### src/rtl/regfile_write_arbiter.sv
// Write-port owner for the 16x16 register_file: round-robin arbitration between
// two writeback requesters plus a clear sequencer that sweeps CLEAR_VALUE into every register.
module regfile_write_arbiter #(
    parameter int                    DATA_WIDTH     = 16,
    parameter int                    ADDR_WIDTH     = 4,
    parameter logic [DATA_WIDTH-1:0] CLEAR_VALUE    = '0,
    parameter bit                    CLEAR_ON_RESET = 1'b1
) (
    input  logic                  clk_i,
    input  logic                  reset_i,
    input  logic                  req0_i,
    input  logic [ADDR_WIDTH-1:0] da0_i,
    input  logic [DATA_WIDTH-1:0] d0_i,
    output logic                  ack0_o,
    input  logic                  req1_i,
    input  logic [ADDR_WIDTH-1:0] da1_i,
    input  logic [DATA_WIDTH-1:0] d1_i,
    output logic                  ack1_o,
    input  logic                  clr_start_i,
    output logic                  clr_busy_o,
    output logic                  rf_rw_o,
    output logic [ADDR_WIDTH-1:0] rf_da_o,
    output logic [DATA_WIDTH-1:0] rf_d_o
);

    typedef enum logic {
        ST_ARB   = 1'b0,
        ST_CLEAR = 1'b1
    } state_t;

    localparam logic [ADDR_WIDTH-1:0] CNT_LAST = {ADDR_WIDTH{1'b1}};
    localparam logic [ADDR_WIDTH-1:0] CNT_ONE  = {{(ADDR_WIDTH-1){1'b0}}, 1'b1};
    localparam state_t                ST_RESET = CLEAR_ON_RESET ? ST_CLEAR : ST_ARB;

    state_t                state_q, state_d;
    logic [ADDR_WIDTH-1:0] cnt_q, cnt_d;
    logic                  last_grant_q, last_grant_d;
    logic                  rf_rw_q, rf_rw_d;
    logic [ADDR_WIDTH-1:0] rf_da_q, rf_da_d;
    logic [DATA_WIDTH-1:0] rf_d_q, rf_d_d;

    always_ff @(posedge clk_i) begin
        if (reset_i) begin
            state_q      <= ST_RESET;
            cnt_q        <= '0;
            last_grant_q <= 1'b1;
            rf_rw_q      <= 1'b0;
            rf_da_q      <= '0;
            rf_d_q       <= '0;
        end else begin
            state_q      <= state_d;
            cnt_q        <= cnt_d;
            last_grant_q <= last_grant_d;
            rf_rw_q      <= rf_rw_d;
            rf_da_q      <= rf_da_d;
            rf_d_q       <= rf_d_d;
        end
    end

    always_comb begin
        state_d      = state_q;
        cnt_d        = cnt_q;
        last_grant_d = last_grant_q;
        rf_rw_d      = 1'b0;
        rf_da_d      = rf_da_q;
        rf_d_d       = rf_d_q;
        ack0_o       = 1'b0;
        ack1_o       = 1'b0;

        if (state_q == ST_CLEAR) begin
            rf_rw_d = 1'b1;
            rf_da_d = cnt_q;
            rf_d_d  = CLEAR_VALUE;
            cnt_d   = cnt_q + CNT_ONE;
            if (cnt_q == CNT_LAST) begin
                state_d = ST_ARB;
                cnt_d   = '0;
            end
        end else if (!reset_i) begin
            // A clear request wins the cycle outright; requesters simply keep waiting.
            if (clr_start_i) begin
                state_d = ST_CLEAR;
                cnt_d   = '0;
            end else if (req0_i && (!req1_i || last_grant_q)) begin
                ack0_o       = 1'b1;
                rf_rw_d      = 1'b1;
                rf_da_d      = da0_i;
                rf_d_d       = d0_i;
                last_grant_d = 1'b0;
            end else if (req1_i) begin
                ack1_o       = 1'b1;
                rf_rw_d      = 1'b1;
                rf_da_d      = da1_i;
                rf_d_d       = d1_i;
                last_grant_d = 1'b1;
            end
        end
    end

    assign clr_busy_o = (state_q == ST_CLEAR);
    assign rf_rw_o    = rf_rw_q;
    assign rf_da_o    = rf_da_q;
    assign rf_d_o     = rf_d_q;

endmodule

### config.mk
export PLATFORM = sky130hd
export DESIGN_NAME = regfile_write_arbiter
export DESIGN_NICKNAME = d
export VERILOG_FILES = /design/src/rtl/regfile_write_arbiter.sv
export SDC_FILE = /design/constraint.sdc
export NUM_CORES = 1
export LEC_CHECK = 0
export ABC_AREA = 1
export BUFFER_PORTS_ARGS = -buffer_cell sky130_fd_sc_hd__buf_2
export CORE_MARGIN = 8
export CORE_UTILIZATION = 48
export DETAILED_ROUTE_END_ITERATION = 10
export HOLD_SLACK_MARGIN = 0.1
export PLACE_DENSITY = 0.85
export REMOVE_ABC_BUFFERS = 1
export SLEW_MARGIN = 40
export SYNTH_ARGS = -nofsm -noshare
export SYNTH_HDL_FRONTEND = slang
export SYNTH_SLANG_ARGS = --single-unit
### constraint.sdc
create_clock -name clk_i -period 4 [get_ports clk_i]
set_clock_uncertainty 0.15 [all_clocks]
set_input_delay 0.6 -clock clk_i [delete_from_list [all_inputs] [get_ports clk_i]]
set_output_delay 0.6 -clock clk_i [all_outputs]
set_load 0.1 [all_outputs]
### Word-level counts from Yosys, hierarchy flattened

Index checks and enable logic that the tools add are counted.

| word-level totals | value |
|---|---|
| flip-flop bits (word level) | 27 |
| bits of input ports | 45 |
| output and inout bits | 24 |
| word-level logic and storage cells | 47 |

| operators by class | value |
|---|---|
| $add $sub $neg | 1 |
| equal/unequal tests | 2 |
| multiplexer cells | 26 |
| bitwise operators | 2 |
| reductions and logical operators | 10 |

Operator list:

| cell | number |
|---|---|
| 16-bit 2-to-1 mux | 2 |
| 4-bit 2-to-1 mux | 7 |
| 1-bit 2-to-1 mux | 17 |
| 4-bit by 1-bit adder with 4-bit output, second input constant | 1 |
| 4-bit equality test, second input constant | 1 |
| 2-bit AND reduction | 2 |
| 2-bit nonzero test | 2 |
| 3-bit AND reduction | 1 |
| 3-bit nonzero test | 1 |
| 2-bit by 1-bit inequality test with 1-bit output, second input constant | 1 |
| 1-bit inverter | 2 |
| 2-bit OR reduction | 1 |
| 1-bit logical AND | 1 |
| 1-bit logical NOT | 1 |
| 1-bit logical OR | 1 |

### Longest topological paths before layout

Gate-level depths: netlist of run 1.

| logic depth | value |
|---|---|
| depth in word-level cells | 7 |
| mapped depth | 8 |
| gate-level depth less buffers | 7 |

### Worst setup path before layout of run 1

No wires, ideal clock.

| timing | value |
|---|---|
| path type | register to output |
| start | register state_q (netlist: clr_busy_o) |
| end | output port ack1_o |
| arrival time | 3410 ps |
| slack | -160 ps |
| cell stages (with the launch flop) | 5 |
| buffers on the path | 1 |
| cell sequence | dfxtp_1 -> buf_2 -> nor2_1 -> nand2_1 -> nor3b_1 |

| on the way | value |
|---|---|
| word-level cells in the longest chain between the ends | 1 |

RTL lines:

| what | RTL line | RTL |
|---|---|---|
| from (decl) | 35 | `state_t state_q, state_d;` |
| from (signal assigned) | 51 | `state_q <= state_d;` |
| 1-bit 2-to-1 mux | 70 | `if (state_q == ST_CLEAR) begin` |
| to (decl) | 18 | `output logic ack1_o,` |

Every way passes these cells.

### Final worst setup path of run 1

Same ends and word-level chain as after synthesis.

==> results_dict.tcl, run 1 <==
set metrics [dict create \
    status "finished, final reports clean" \
    ys_types 16 \
    area_growth_pct 26.5 \
    worst_pin_slew_ns 0.555 \
    hpwl_um 2800 \
    grt_pass1_wl_um 6350 \
    start_util_pct 50.1 \
    rr_startpoint "clr_busy_o" \
    whs_path_depth 2 \
    synth_area_leader_cell "dfxtp_1" \
    grt_max_degree 28 \
    hold_path_class "flop to flop" \
    antenna_found_initial 0 \
    ys_ff_latch 27 \
    synth_ff_type "dfxtp_1" \
    drtIter0Drc 81 \
    crit_path_end_kind "output port" \
    wl_per_cell_um 11.5 \
    die_x_um 69.6 \
    cts_hold_buf 0 \
    cp_num_buf_inv 1 \
    r2r_slack_ns 2.50 \
    hold_viol 0 \
    cts_root_buffer "clkbuf_4" \
    setup_viol_count_final 0 \
    layout.cells.non_filler 314 \
    io_pins 69 \
    power_uw 486 \
    start_kind "flop" \
    drc 0 \
    synth-edff-count 0 \
    die_area_mm2 0.00485 \
    dr.pass1.iters 4 \
    drv_cap 0 \
    clk_path_buf_depth 2 \
    hold_end "rf_d_o[14]" \
    cts_setup_buffers 0 \
    async_reset_ff_share_pct 0 \
    cts.htree.levels 1 \
    critical_path_cell_count 4 \
    place.port_buffers 68 \
    yosys_warnings 0 \
    nFillCells 280 \
    critPathSlowestCell "buf_2" \
    yosys-top-cells-area "dfxtp_1 39%, nand2_1 23%, inv_1 6.8%, nand3_1 6.5%, a21oi_1 6.2%" \
    r2r_end "rf_d_o[1]" \
    yosysSeqAreaShare_pct 39.1 \
    finalCritPeriodShare_pct 61.0 \
    syn_area_mm2 0.00138 \
    vias_per_cell 4.71 \
    crit_path_max_incr_delay_ns 0.46 \
    reg2reg_depth 5 \
    cts_resized 0 \
    worstSetupPathType "flop to output port" \
    fin_nets 330 \
    max_freq_mhz 410 \
    place_inst 310 \
    wl_um 3620 \
    min_period_ns 2.44 \
    syn_inst 218 \
    slew_violations 0 \
    slew_headroom_pct 62.9 \
    cts.sinks 27 \
    row_count 19 \
    vias 1479 \
    yosysTopAreaCellShare_pct 39.1 \
    path_delay_family "simple AND/OR/NAND/NOR gates" \
    arrival_ns 1.69 \
    required_ns 3.25 \
    track_usage_pct 15.1 \
    ant_nets 0 \
    grt-ovfl-total 0 \
    power_density_mw_per_mm2 278 \
    grt_pass1_vias 1467 \
    cellLeakagePower_uw 0.00100 \
    drive_gt1_share_pct 26.9 \
    vdd_drop_max_mv 0.205 \
    cp_max_fo 11 \
    core_area_mm2 0.00276 \
    numCtsBuffers 3 \
    cts.clk_slew.worst_paths_ns 0.15 \
    cp_cell_sequence "nor2_1, nand2_1, nor3b_1, buf_2" \
    place.gp.congestion 0.848 \
    rsz0062_at_grt "no" \
    cts_tree "done" \
    die_h_um 69.6 \
    insertion_delay_ns 0.32 \
    syn_area_per_cell_um2 6.34 \
    diodes 0 \
    hold_start "rf_d_o[14]" \
]
[power breakdown]
group,internal (uW),switching [uW],leakage (uW)
Combinational,34.2,55.9,0.000764
Clock,37.5,80.8,0.0000177
Sequential,274,3.83,0.000219
Total,345,140,0.00100
[final cells by class]
type | count | area (um^2) | share of cell area (%)
Multi-Input combinational cell | 157 | 692 | 39.6
Sequential cell | 27 | 541 | 30.9
Timing Repair Buffer | 70 | 355 | 20.3
Inverter | 25 | 93.8 | 5.37
Tap cell | 31 | 38.8 | 2.22
Clock buffer | 3 | 22.5 | 1.29
Clock inverter | 1 | 5.00 | 0.286
[layer usage]
| layer | global-route usage, % | vias to the layer above | routed length (um) |
|---|---|---|---|
| li1 | - | 805 | - |
| met1 | 17.3 | 607 | 1610 |
| met2 | 25.1 | 61 | 1620 |
| met3 | 4.72 | 6 | 317 |
| met4 | 6.92 | 0 | 78 |
| met5 | 0 | - | 0 |
[cells in the mapped netlist, types with 3 or more instances]
library cell  instances
nand2_1              85
dfxtp_1              27
inv_1                25
nor2_1               22
nand3_1              18
a21oi_1              17
o21ai_0               6
buf_2                 5
buf_4                 4
nand4_1               3
[placed cells by master (no fill, tap or decap), drive strengths merged]
cell type	netlist	layout
xor2	1	1
nor2	23	23
nor3b	1	1
clkbuf	0	3
o21ai	6	6
inv	25	25
nand2	85	85
a21oi	17	17
o211ai	1	1
nand4	3	3
clkinv	0	1
ha	1	1
dfxtp	27	27
nand3	18	18
a21boi	1	1
buf	9	70
[sequential cells by signal (all words and copies together) (netlist names)]
register,count
rf_d_o,16
cnt_q,4
rf_da_o,4
clr_busy_o,1
last_grant_q,1
rf_rw_o,1
[kinds of logic (layout without fill, tap and decap cells)]
logic type / count (synthesis) / count (layout) / share of synthesized area, %
DFF: 27 / 27 / 39.1
AOI/OAI and AO/OA: 25 / 25 / 10.2
adders and majority gates: 1 / 1 / 0.906
buffers and inverters: 34 / 99 / 10.8
and+or+nand+nor: 130 / 130 / 38.3
xor gates and xnor gates: 1 / 1 / 0.634
[stage by stage]
stage	setup WS (ns)	instance area, um^2	TNS, ns	hold slack (ns)	util (%)
6_report	1.56	1750	0	0.321	63.4
3_3_place_gp	1.61	1720	0	0.298	62.4
4_1_cts	1.56	1750	0	0.323	63.4
3_5_place_dp	1.59	1720	0	0.303	62.4
5_1_grt	1.46	1750	0	0.350	63.4
2_1_floorplan	-0.0748	1330	-0.0748	0.313	-
[worst max-delay path by stage]
stage / startpoint / endpoint / slack [ns]
after floorplan: clr_busy_o / ack1_o / -0.07
after global placement: req1_i / ack0_o / 1.61
after detailed placement: req1_i / ack0_o / 1.59
after CTS: clr_busy_o / ack1_o / 1.56
after global routing: clr_busy_o / ack1_o / 1.46
final: clr_busy_o / ack1_o / 1.56
[worst reg2reg max path: stages (launching register included)]
cell and delay [ns]:
dfxtp_1 0.54, nor2_1 0.13, inv_1 0.39, nor2_1 0.11
nand2_1 0.08, inv_1 0.04
No activity file was read; power rests on OpenSTA's default activity.
==> inputs of run 2 (changes only) <==
--- a/config.mk
+++ b/config.mk
@@ -8,10 +8,10 @@
 export ABC_AREA = 1
 export BUFFER_PORTS_ARGS = -buffer_cell sky130_fd_sc_hd__buf_2
 export CORE_MARGIN = 8
-export CORE_UTILIZATION = 48
+export CORE_UTILIZATION = 45
 export DETAILED_ROUTE_END_ITERATION = 10
 export HOLD_SLACK_MARGIN = 0.1
-export PLACE_DENSITY = 0.85
+export PLACE_DENSITY = 0.81
 export REMOVE_ABC_BUFFERS = 1
 export SLEW_MARGIN = 40
 export SYNTH_ARGS = -nofsm -noshare
==> constraint.sdc (replaced) <==
create_clock -name clk_i -period 2.4 [get_ports clk_i]
set_clock_uncertainty 0.15 [all_clocks]
set_input_delay 0.36 -clock clk_i [delete_from_list [all_inputs] [get_ports clk_i]]
set_output_delay 0.36 -clock clk_i [all_outputs]
set_load 0.1 [all_outputs]
==> run 2 against run 1 <==
Effect of this change:
- clock-buffer cell count is 1 higher
- via count is 0.27% higher
- combinational power is 68% higher
- first-iteration DRC count is 100% higher
- final cell count is 0.64% higher
- register-to-register slack worse by 1.6 ns
==> results_dict.tcl, run 2 (synthesized netlist as in run 1, its figures left out) <==
set metrics [dict create \
    rsz0062_at_grt "no" \
    crit_path_max_incr_delay_ns 0.45 \
    numCtsBuffers 3 \
    pwr-share-clk_pct 24.5 \
    power_density_mw_per_mm2 461 \
    cts_root_buffer "clkbuf_4" \
    layout_commonest_cell "nand2_1" \
    place.gp.congestion 0.877 \
    hold_path_class "input pin to flop" \
    worstSetupPathType "flop to output port" \
    hold_viol 0 \
    combPwrFrac_pct 18.6 \
    io_pins 69 \
    finalCritPeriodShare_pct 92.4 \
    cts.htree.levels 1 \
    vdd_drop_max_mv 0.219 \
    cts_resized 0 \
    die_area_mm2 0.00510 \
    ant_nets 0 \
    cellLeakagePower_uw 0.00100 \
    grt-ovfl-total 0 \
    sw_frac_of_total_pct 28.8 \
    setup_viol_count_final 0 \
    layout_common_cells "85 x nand2_1, 67 x buf_2, 27 x dfxtp_1" \
    slew_violations 0 \
    cts_tree "done" \
    core_area_mm2 0.00298 \
    hpwl_um 2910 \
    path_delay_family "simple AND/OR/NAND/NOR gates" \
    drtIter0Drc 163 \
    cts.clk_slew.worst_paths_ns 0.15 \
    grt_max_degree 28 \
    insertion_delay_ns 0.33 \
    final_util_pct 59.2 \
    clk_path_buf_depth 2 \
    power.internal_uw 578 \
    diodes 0 \
    wl_um 3720 \
    critPathSlowestCell "buf_2" \
    drive_gt1_share_pct 26.5 \
    drv_cap 0 \
    die_x_um 71.4 \
    dr.pass1.iters 4 \
    die_h_um 71.4 \
    antenna_found_initial 0 \
    start_util_pct 46.4 \
    setup_ws_ns 0.183 \
    vias 1483 \
    largest_reg_flops 16 \
    row_count 20 \
    cp_num_buf_inv 1 \
    max_freq_mhz 451 \
    cts_setup_buffers 0 \
    crit_path_end_kind "output port" \
    drc 0 \
    p_sw_uw 234 \
    status "finished, final reports clean" \
    wl_per_cell_um 11.8 \
    cp_max_fo 11 \
    r2r_slack_ns 0.86 \
    track_usage_pct 14.7 \
    slew_headroom_pct 61.5 \
    vias_per_cell 4.69 \
    nFillCells 330 \
    cp_cell_sequence "nor2_1, nand2_1, nor3b_1, buf_2" \
    cts.sinks 27 \
    fin_nets 330 \
    place.port_buffers 68 \
    min_period_ns 2.22 \
    grt_pass1_vias 1456 \
    grt_pass1_wl_um 6170 \
    area_growth_pct 27.7 \
    arrival_ns 1.71 \
    cts_hold_buf 0 \
    dp_slack_ns 0.488 \
    worst_pin_slew_ns 0.577 \
    seqPwrFrac_pct 56.9 \
    required_ns 1.89 \
    start_kind "flop" \
]
-- run 2: metal layers --
metal	track usage [%]	share of wire (%)	vias up
met5	0	0	-
met2	26.5	48	44
met3	5.72	9.7	4
li1	-	-	808
met4	4.85	1.1	0
met1	15.0	41	627
-- run 2: power by group through the flow --
stage               Combinational (uW)  Clock, uW  Sequential, uW
floorplan                         64.7          0             497
global placement                   150          0             472
detailed placement                 152          0             473
CTS                                152        203             463
global route                       168        222             464
finish                             151        199             463
-- run 2: final timing paths --
| check | endpoint | cells past startpoint | from |
|---|---|---|---|
| min | cnt_q[1] | 2 | reset_i |
| max | ack1_o | 4 | clr_busy_o |
| max reg2reg | rf_d_o[4] | 5 | clr_busy_o |
| min reg2reg | rf_d_o[0] | 2 | rf_d_o[0] |
-- run 2: layout make-up --
cell class	instances	area (um^2)	area share (%)
Clock buffer	4	26.3	1.49
Multi-Input combinational cell	157	692	39.2
Timing Repair Buffer	70	370	21.0
Inverter	25	93.8	5.32
Tap cell	33	41.3	2.34
Sequential cell	27	541	30.6
-- run 2: metrics by stage --
stage,hold slack [ns],instance area [um^2],cells,TNS (ns),total power (uW)
2_1_floorplan,0.279,1330,209,-1.92,561
6_report,0.144,1760,316,0,813
4_1_cts,0.136,1760,316,0,818
3_3_place_gp,0.299,1740,312,0,621
5_1_grt,0.140,1760,316,0,853
3_5_place_dp,0.302,1740,312,0,624
